==> src/rtl/noc_pkg.sv <==
// rtl/noc_pkg.sv - shared flit field positions, port enum and VC index type for the NoC
package noc_pkg;

   // Widest VC index any instance may use; per-instance widths are sliced from this.
   localparam int MAX_VC_W = 4;

   typedef logic [MAX_VC_W-1:0] vc_idx_t;

   typedef enum logic [2:0] {
      NORTH = 3'd0,
      EAST  = 3'd1,
      SOUTH = 3'd2,
      WEST  = 3'd3,
      LOCAL = 3'd4
   } noc_port_e;

   // Head marker is the flit MSB.
   function automatic int head_bit(input int flit_width);
      return flit_width - 1;
   endfunction

   // Tail marker sits just below the head marker.
   function automatic int tail_bit(input int flit_width);
      return flit_width - 2;
   endfunction

   // VC field occupies the MAX_VC_W bits directly below the tail marker.
   function automatic int vc_lsb(input int flit_width);
      return flit_width - 2 - MAX_VC_W;
   endfunction

endpackage

==> src/rtl/noc_vc_fifo.sv <==
// rtl/noc_vc_fifo.sv - per-VC flit FIFO with registered ready and fill count
module noc_vc_fifo #(
   parameter int FLIT_WIDTH = 128,
   parameter int DEPTH      = 4
) (
   input  logic                          clk,
   input  logic                          reset,
   input  logic                          push,
   input  logic [FLIT_WIDTH-1:0]         push_data,
   input  logic                          pop,
   output logic [FLIT_WIDTH-1:0]         head,
   output logic                          empty,
   output logic [$clog2(DEPTH+1)-1:0]    count,
   output logic                          ready
);

   localparam int AW = $clog2(DEPTH);
   localparam int CW = $clog2(DEPTH+1);

   logic [FLIT_WIDTH-1:0] mem_q [DEPTH];
   logic [AW-1:0]         wptr_q, wptr_d;
   logic [AW-1:0]         rptr_q, rptr_d;
   logic [CW-1:0]         count_q, count_d;
   logic                  ready_q, ready_d;
   logic                  do_push, do_pop;

   // Pointer/count update; ready looks at the post-edge count so a full FIFO never accepts.
   always_comb begin
      do_push = push && ready_q;
      do_pop  = pop && (count_q != '0);
      wptr_d  = wptr_q + AW'(do_push);
      rptr_d  = rptr_q + AW'(do_pop);
      count_d = count_q + CW'(do_push) - CW'(do_pop);
      ready_d = (count_d < CW'(DEPTH));
   end

   // Control state; reset flushes the FIFO and drops ready until the first edge after release.
   always_ff @(posedge clk or posedge reset) begin
      if (reset) begin
         wptr_q  <= '0;
         rptr_q  <= '0;
         count_q <= '0;
         ready_q <= 1'b0;
      end else begin
         wptr_q  <= wptr_d;
         rptr_q  <= rptr_d;
         count_q <= count_d;
         ready_q <= ready_d;
      end
   end

   // Flit storage needs no reset: contents are only visible when count is non-zero.
   always_ff @(posedge clk) begin
      if (do_push) mem_q[wptr_q] <= push_data;
   end

   assign head  = mem_q[rptr_q];
   assign empty = (count_q == '0);
   assign count = count_q;
   assign ready = ready_q;

endmodule

==> src/rtl/noc_eject_arbiter.sv <==
// rtl/noc_eject_arbiter.sv - per-node ejection: per-VC buffering and round-robin serialisation to the core
module noc_eject_arbiter
   import noc_pkg::*;
#(
   parameter int FLIT_WIDTH   = 128,
   parameter int VC_COUNT     = 3,
   parameter int BUFFER_DEPTH = 4,
   parameter int PACKET_LOCK  = 1,
   parameter int TAIL_BIT     = tail_bit(FLIT_WIDTH)
) (
   input  logic                                           clk,
   input  logic                                           reset,
   input  logic [VC_COUNT*FLIT_WIDTH-1:0]                 rtr_flit_in,
   input  logic [VC_COUNT-1:0]                            rtr_valid_in,
   output logic [VC_COUNT-1:0]                            rtr_ready_out,
   output logic [FLIT_WIDTH-1:0]                          core_flit_out,
   output logic [((VC_COUNT > 1) ? $clog2(VC_COUNT) : 1)-1:0] core_vc_out,
   output logic                                           core_valid_out,
   input  logic                                           core_ready_in,
   output logic [VC_COUNT*$clog2(BUFFER_DEPTH+1)-1:0]     vc_occupancy
);

   localparam int VCW = (VC_COUNT > 1) ? $clog2(VC_COUNT) : 1;
   localparam int CW  = $clog2(BUFFER_DEPTH+1);

   logic [FLIT_WIDTH-1:0] head [VC_COUNT];
   logic [VC_COUNT-1:0]   empty;
   logic [VC_COUNT-1:0]   pop;

   logic [VCW-1:0]        rr_ptr_q, rr_ptr_d;
   logic                  lock_q, lock_d;
   logic [VCW-1:0]        lock_vc_q, lock_vc_d;
   logic                  hold_q, hold_d;
   logic [VCW-1:0]        hold_vc_q, hold_vc_d;
   logic [FLIT_WIDTH-1:0] last_flit_q, last_flit_d;
   logic [VCW-1:0]        last_vc_q, last_vc_d;

   logic [VCW-1:0]        rr_grant, grant;
   logic                  rr_found, fire;

   generate
      for (genvar v = 0; v < VC_COUNT; v++) begin : g_vc
         noc_vc_fifo #(
            .FLIT_WIDTH (FLIT_WIDTH),
            .DEPTH      (BUFFER_DEPTH)
         ) u_fifo (
            .clk       (clk),
            .reset     (reset),
            .push      (rtr_valid_in[v]),
            .push_data (rtr_flit_in[v*FLIT_WIDTH +: FLIT_WIDTH]),
            .pop       (pop[v]),
            .head      (head[v]),
            .empty     (empty[v]),
            .count     (vc_occupancy[v*CW +: CW]),
            .ready     (rtr_ready_out[v])
         );
         assign pop[v] = fire && (grant == VCW'(v));
      end
   endgenerate

   // Round-robin search: first non-empty VC after the last one served.
   always_comb begin
      rr_found = 1'b0;
      rr_grant = rr_ptr_q;
      for (int i = 1; i <= VC_COUNT; i++) begin
         if (!rr_found && !empty[(int'(rr_ptr_q) + i) % VC_COUNT]) begin
            rr_found = 1'b1;
            rr_grant = VCW'((int'(rr_ptr_q) + i) % VC_COUNT);
         end
      end
   end

   // Grant: packet lock first, then a stalled offer is frozen, otherwise round-robin.
   always_comb begin
      if (lock_q) begin
         grant          = lock_vc_q;
         core_valid_out = !empty[lock_vc_q];
      end else if (hold_q) begin
         grant          = hold_vc_q;
         core_valid_out = 1'b1;
      end else begin
         grant          = rr_grant;
         core_valid_out = rr_found;
      end
      core_flit_out = core_valid_out ? head[grant] : last_flit_q;
      core_vc_out   = core_valid_out ? grant : last_vc_q;
      fire          = core_valid_out && core_ready_in;
   end

   // Next state: pointer advances on pop, lock follows the tail marker, stalled offers are held.
   always_comb begin
      rr_ptr_d    = rr_ptr_q;
      lock_d      = lock_q;
      lock_vc_d   = lock_vc_q;
      if (fire) begin
         rr_ptr_d  = grant;
         lock_d    = (PACKET_LOCK != 0) && !core_flit_out[TAIL_BIT];
         lock_vc_d = grant;
      end
      hold_d      = core_valid_out && !core_ready_in;
      hold_vc_d   = grant;
      last_flit_d = core_flit_out;
      last_vc_d   = core_vc_out;
   end

   // Arbiter state; rr_ptr resets to the last VC so VC0 is served first.
   always_ff @(posedge clk or posedge reset) begin
      if (reset) begin
         rr_ptr_q    <= VCW'(VC_COUNT-1);
         lock_q      <= 1'b0;
         lock_vc_q   <= '0;
         hold_q      <= 1'b0;
         hold_vc_q   <= '0;
         last_flit_q <= '0;
         last_vc_q   <= '0;
      end else begin
         rr_ptr_q    <= rr_ptr_d;
         lock_q      <= lock_d;
         lock_vc_q   <= lock_vc_d;
         hold_q      <= hold_d;
         hold_vc_q   <= hold_vc_d;
         last_flit_q <= last_flit_d;
         last_vc_q   <= last_vc_d;
      end
   end

endmodule

==> config.mk <==
export PLATFORM = sky130hd
export DESIGN_NAME = noc_eject_arbiter
export DESIGN_NICKNAME = d
export VERILOG_FILES = /design/src/rtl/noc_pkg.sv /design/src/rtl/noc_vc_fifo.sv /design/src/rtl/noc_eject_arbiter.sv
export SDC_FILE = /design/constraint.sdc
export NUM_CORES = 1
export LEC_CHECK = 0
export CAP_MARGIN = 25
export CORE_MARGIN = 2
export CORE_UTILIZATION = 25
export DETAILED_ROUTE_END_ITERATION = 6
export SLEW_MARGIN = 20
export SYNTH_ARGS = -nofsm -noshare
export SYNTH_HDL_FRONTEND = slang
export SYNTH_SLANG_ARGS = --single-unit
export TNS_END_PERCENT = 1
==> constraint.sdc <==
create_clock -name clk -period 12.6 [get_ports clk]
set_clock_uncertainty 0.15 [all_clocks]
set_input_delay 2.52 -clock clk [delete_from_list [all_inputs] [get_ports clk]]
set_output_delay 2.52 -clock clk [all_outputs]
set_load 0.005 [all_outputs]
# ---- Yosys cells after proc, flatten, opt, wreduce, memory -nomap -nowiden
# Memory sizes are Yosys's and may differ from the RTL's.
# Cells that the tools add are included.
dict set report word_totals {
  output_inout_bits 143
  wordCells 109
  reg_bits 162
  input_bits 390
  mem_bits_rw 1536
  memories 3
}
# memory depth width rd rd_clocked_by_memory_dff wr line_no
set memory_table {}
lappend memory_table {{g_vc[0].u_fifo.mem_q} 4 128 1 0 1 noc_vc_fifo.sv:20} ;# logic [FLIT_WIDTH-1:0] mem_q [DEPTH];
lappend memory_table {{g_vc[1].u_fifo.mem_q} 4 128 1 0 1 noc_vc_fifo.sv:20}
lappend memory_table {{g_vc[2].u_fifo.mem_q} 4 128 1 0 1 noc_vc_fifo.sv:20}
dict set report op_classes {
  n_addsub 15
  n_eq_ne 2
  bitwise 1
  n_mux 32
  n_lt_le_gt_ge 8
  div 3
  n_reduce_logical 26
}
# cell n
set op_table {}
lappend op_table {{$mux 128} 3}
lappend op_table {{$bmux 128 s2} 1}
lappend op_table {{$lt 32x4->1 const B} 3}
lappend op_table {{$mod 32x3->32 const B} 3}
lappend op_table {{$mux 1} 18}
lappend op_table {{$logic_and 1x1->1} 13}
lappend op_table {{$add 2x1->2} 6}
lappend op_table {{$mux 2} 6}
lappend op_table {{$add 3x1->3} 3}
lappend op_table {{$logic_not 3->1} 3}
lappend op_table {{$lt 3x3->1 const B} 3}
lappend op_table {{$reduce_bool 3->1} 3}
lappend op_table {{$sub 3x1->3} 3}
lappend op_table {{$bmux 1 s2} 4}
lappend op_table {{$add 2x2->3 const B} 2}
lappend op_table {{$logic_not 1->1} 6}
lappend op_table {{$add 2x1->3 const B} 1}
lappend op_table {{$ge 3x3->1 const B} 1}
lappend op_table {{$lt 2x3->1 const B} 1}
lappend op_table {{$not 2->3} 1}
lappend op_table {{$eq 2x1->1 const B} 1}
lappend op_table {{$eq 2x2->1 const B} 1}
lappend op_table {{$logic_not 2->1} 1}

# ---- Depth between registers and ports, before layout
dict set report logic_depth {
  word_depth 19
  mapped_depth 19
}

# ---- Modules after synthesis
# From an unflattened synthesis, not the netlist that was laid out.
dict set report unflattened {
  cells_unflattened 3036
  hier_area_um2 64958.6
}
# module cells_each area_each_um2 instances
set by_module_without_submodules {}
lappend by_module_without_submodules {noc_vc_fifo 699 18849.3 3}
lappend by_module_without_submodules {noc_eject_arbiter 939 8410.6 1}

# ---- Worst setup path before layout
# No wires, ideal clock.
dict set report synth_path {
  path_kind {input port to flip-flop}
  from {in rtr_valid_in[2]}
  to {mem g_vc[2].u_fifo.mem_q[0][0] (enable)}
  setup_slack_ps -410
  t_arrival_ps 12062
  cell_stages 2
  cell_sequence {and2_0 -> nor3b_1}
}
dict set report synth_via {
  elab_chain_cells 3
}
# item line_no
set synth_lines {}
lappend synth_lines {{from (decl)} noc_eject_arbiter.sv:14} ;# input logic [VC_COUNT-1:0] rtr_valid_in,
lappend synth_lines {{$logic_and 1x1->1} noc_vc_fifo.sv:29} ;# do_push = push && ready_q;
lappend synth_lines {{$mux 1} noc_vc_fifo.sv:54} ;# if (do_push) mem_q[wptr_q] <= push_data;
lappend synth_lines {{$mux 1 (not written as such)} noc_vc_fifo.sv:54}
lappend synth_lines {{to (decl)} noc_vc_fifo.sv:20}
# No other way between the ends.

# ---- Final worst setup path
dict set report layout_path {
  from {reg rr_ptr_q[1]}
  to {out core_flit_out[18]}
}
dict set report layout_via {
  elab_chain_cells 18
  elab_cells_between_ends 35
  cone_classes {3 x add/sub; 3 x div; 23 x mux; 1 x bitwise; 5 x reduce/logical}
}
# item line_no
set layout_lines {}
lappend layout_lines {{from (decl)} noc_eject_arbiter.sv:30} ;# logic [VCW-1:0] rr_ptr_q, rr_ptr_d;
lappend layout_lines {{from (signal assigned)} noc_eject_arbiter.sv:109} ;# rr_ptr_q <= VCW'(VC_COUNT-1);
lappend layout_lines {{from (signal assigned)} noc_eject_arbiter.sv:117} ;# rr_ptr_q <= rr_ptr_d;
lappend layout_lines {{$add 2x2->3} {noc_eject_arbiter.sv:66, noc_eject_arbiter.sv:68}}
lappend layout_lines {{$mod 32x3->32} {noc_eject_arbiter.sv:66, noc_eject_arbiter.sv:68}}
lappend layout_lines {{$bmux 1 s2} noc_eject_arbiter.sv:66} ;# if (!rr_found && !empty[(int'(rr_ptr_q) + i) % VC_COUNT]) begin
lappend layout_lines {{$mux 1 (not written as such) (2 in a row)} noc_eject_arbiter.sv:66}
lappend layout_lines {{$logic_not 1->1} noc_eject_arbiter.sv:66}
lappend layout_lines {{$logic_and 1x1->1} noc_eject_arbiter.sv:66}
lappend layout_lines {{$mux 1} noc_eject_arbiter.sv:66}
lappend layout_lines {{$logic_not 1->1} noc_eject_arbiter.sv:66}
lappend layout_lines {{$logic_and 1x1->1} noc_eject_arbiter.sv:66}
lappend layout_lines {{$mux 2} noc_eject_arbiter.sv:66}
lappend layout_lines {{$mux 2} noc_eject_arbiter.sv:78} ;# end else if (hold_q) begin
lappend layout_lines {{$mux 2} noc_eject_arbiter.sv:75} ;# if (lock_q) begin
lappend layout_lines {{$not 2->3 (not written as such)} noc_eject_arbiter.sv:85} ;# core_flit_out = core_valid_out ? head[grant] : last_flit_q;
lappend layout_lines {{$bmux 128 s2} noc_eject_arbiter.sv:85}
lappend layout_lines {{$mux 128 (not written as such) (2 in a row)} noc_eject_arbiter.sv:85}
lappend layout_lines {{$mux 128 *} noc_eject_arbiter.sv:85}
lappend layout_lines {{to (decl)} noc_eject_arbiter.sv:16} ;# output logic [FLIT_WIDTH-1:0] core_flit_out,
# Every way passes the cells marked *; elsewhere a longest branch is shown, timed or not. The select of a mux whose other input is x is not followed.

==> key figures <==
Die
  • Die outline height: 514 um
  • I/O pin count: 533
  • Core area: 259000 um^2
  • Num rows: 187
  • Die X: 514 um
  • DIE AREA: 264000 um^2
  • Starting density of the core: 25.1%

Placed design
  • Final HPWL DP: 114000 um
  • Placed instance area: 74400 um^2
  • RePlAce Congestion: 0.722
  • Buffers on Ports: 532
  • Pre-CTS setup slack: 4860 ps

Clocking
  • Clock Root Buffer: clkbuf_16
  • CTS clk-pin slew, worst paths: 60 ps
  • Clock tree buffer depth: 3
  • # hold bufs at CTS: 0
  • Clock tree from TritonCTS: yes
  • Post-CTS Setup Inserts: 0
  • CTS resizes: 0
  • H-Tree Depth: 4
  • Total CTS buffers: 184
  • Worst skew pair latency: 820 ps
  • CTS sink cnt: 1697

Routing
  • # DRC: 0
  • DRT Pass-1 Iters: 7
  • WL final: 192000 um
  • Vias per cell: 4.56
  • Antenna Violating Nets Remaining: 0
  • Vias: 33000
  • Iteration-0 DRC Markers: 2887
  • WL per Instance: 26.5 um

STA
  • Minimum clock period: 8490 ps
  • Max-slew headroom: 3.63%
  • Slack of the critical path: 4110 ps
  • Final hold viol count: 0
  • Setup TNS: 0 ps
  • Measured slew at the worst slew-check pin: 1450 ps
  • Final Setup Violations: 0
  • Fin crit share: 67.4%
  • Unrepaired setup endpoints after global routing: false
  • Pins Over Slew Limit: 0
  • Highest clock rate: 118 MHz

Power
  • Cell Int Power: 14.3 mW
  • Reg power frac: 35.9%
  • Peak supply drop: 192 uV
  • Switching Fraction: 33.1%
  • Clock share of power: 26.3%
  • Leakage: 26.2 nW
  • Logic pwr share: 37.8%
  • P_sw: 7.09 mW
  • Pwr/cell area: 265 nW/um^2
  • Power Total: 21.4 mW

Logic synthesis
  • Sequential area share after synthesis: 77.2%
  • Post-Syn Area: 65000 um^2
  • Synth unique cells: 57
  • Syn Nets: 3446
  • Mapped Cells: 3040
  • Syn_area_per_cell: 21.4 um^2
  • EDFF count, synth: 1536
  • #FFs+latches synth: 1697
  • Ys Warns: 0
  • Ys flop type: edfxtp_1
  • Ys async rst share: 9.49%

Run
  • Maxcap violations: 0

Layout
  • Sequential Area: 50200 um^2
  • Multi-input logic area: 13900 um^2
  • Fin util: 31.2%
  • Final non-filler cell area: 80900 um^2
  • Filler instances: 24700
  • Most common cell after layout, fill and taps aside: edfxtp_1
  • Highest-count cells in the layout ignoring fill and taps: 1536 x edfxtp_1, 532 x clkdlybuf4s50_1, 384 x mux4_2
  • Layout area overhead: 24.5%
  • Layout cells sized above 1: 23.6%
  • Final net count: 4050

Critical path
  • CP Capture Type: output pin
  • Crit path DAT: 5820 ps
  • Worst endpoint required time: 9930 ps
  • CP Launch Point: rr_ptr_q[1]
  • Launch point of the worst reg-to-reg path: rr_ptr_q[1]
  • Setup CP Type: reg -> out
  • CP Max Fanout: 33
  • CP startpoint kind: register

Global route
  • Overflow after GRT: 0
  • Pin count of the biggest net entering global routing: 97
  • First-pass GRT wire length: 265000 um
  • Vias in the first global route: 34000
  • GRT Total Usage: 14.2%
  • Initial antenna violation count: 90

Min path
  • Worst min-delay path category: reg -> reg
  • Critical hold path startpoint: rr_ptr_q[1]

Status
  • Status: completed
critical path, cell delays in order (launching register included):
cell and delay [ps]:
dfstp_2 580, inv_1 60, ha_1 510, inv_1 130, nor3_1 460, o221a_2 310
o31a_4 420, buf_4 780, mux2_4 300, nand2_1 50, a31oi_1 710, clkdlybuf4s50_1 640
power by group through the flow:
| stage | combinational (mW) | sequential (mW) | clock (mW) |
|---|---|---|---|
| floorplan | 4.80 | 7.70 | 0 |
| global placement | 8.23 | 7.79 | 0 |
| detailed placement | 8.27 | 7.84 | 0 |
| CTS | 8.32 | 7.73 | 5.78 |
| global route | 8.67 | 7.80 | 6.00 |
| finish | 8.10 | 7.70 | 5.63 |
cells in the mapped netlist, types with 2 or more instances:
master / number / area [um^2]
a211oi_1: 2 / 15.0
a21oi_1: 5 / 25.0
a31oi_1: 128 / 801
and3_1: 4 / 25.0
buf_12: 11 / 220
buf_2: 31 / 155
buf_4: 3 / 22.5
buf_6: 3 / 33.8
clkbuf_1: 129 / 484
dfrtp_1: 160 / 4000
edfxtp_1: 1536 / 46100
fa_1: 3 / 60.1
ha_1: 13 / 163
inv_1: 22 / 82.6
mux2_2: 29 / 327
mux2_4: 100 / 1500
mux2i_1: 2 / 20.0
mux4_2: 384 / 8650
nand2_1: 139 / 522
nand3_1: 130 / 651
nor2_1: 135 / 507
nor2b_1: 2 / 12.5
nor3_1: 6 / 30.0
nor3b_1: 6 / 45.0
nor4_1: 2 / 12.5
nor4b_1: 2 / 17.5
o21ai_0: 2 / 10.0
o221a_2: 2 / 22.5
o31a_1: 3 / 26.3
o31ai_1: 5 / 37.5
o41ai_1: 2 / 17.5
or3_1: 2 / 12.5
xnor2_1: 7 / 61.3
xor2_1: 7 / 61.3
per-layer routing:
layer  global-route usage [%]  wire length [um]  vias up
met1                     17.6             76400    17800
met3                     3.84             13800      356
met2                     23.9             94900     1103
met5                        0               414        -
met4                     4.78              6170       68
li1                         -                 -    13800
path summary, 6_finish.rpt:
check / endpoint / slack [ps] / depth (start not counted)
setup reg to reg: g_vc[1].u_fifo.count[2] / 6960 / 18
max in group asynchronous: g_vc[0].u_fifo.rptr_q[0] / 8700 / 3
min in group asynchronous: last_flit_q[95] / 1980 / 2
hold / removal: rr_ptr_q[1] / 350 / 2
hold reg to reg: rr_ptr_q[1] / 350 / 2
setup / recovery: core_flit_out[18] / 4110 / 11
registers in the layout, summed over array words and instances, names as in the netlist:
signal and flops:
g_vc.u_fifo.count 9, g_vc.u_fifo.mem_q 1536, hold_q 1, g_vc.u_fifo.wptr_q 6, g_vc.u_fifo.ready 3, lock_q 1
last_vc_q 2, rr_ptr_q 2, lock_vc_q 1, hold_vc_q 2, g_vc.u_fifo.rptr_q 6, last_flit_q 128
cell families after synthesis:
family	share of synthesized area, %
simple gates	2.91
mux	16.2
buf+inv	1.56
flops	77.2
xor+xnor	0.189
compound gates	1.68
fa+ha+maj	0.343
final cells by class:
type | instances | area share (%)
Multi-Input combinational cell | 1141 | 17.2
Tap cell | 3402 | 5.26
Inverter | 23 | 0.125
Timing Repair Buffer | 597 | 7.33
Antenna cell | 34 | 0.105
Sequential cell | 1697 | 62.0
Clock buffer | 264 | 6.54
Clock inverter | 82 | 1.43
metrics by stage:
stage               hold WS, ps  std cells
floorplan                   322       3040
global placement            335       6858
detailed placement          344       6860
CTS                         354       7206
global route                375       7226
finish                      350       7240
Note: power is estimated with default switching activity, not from simulation.
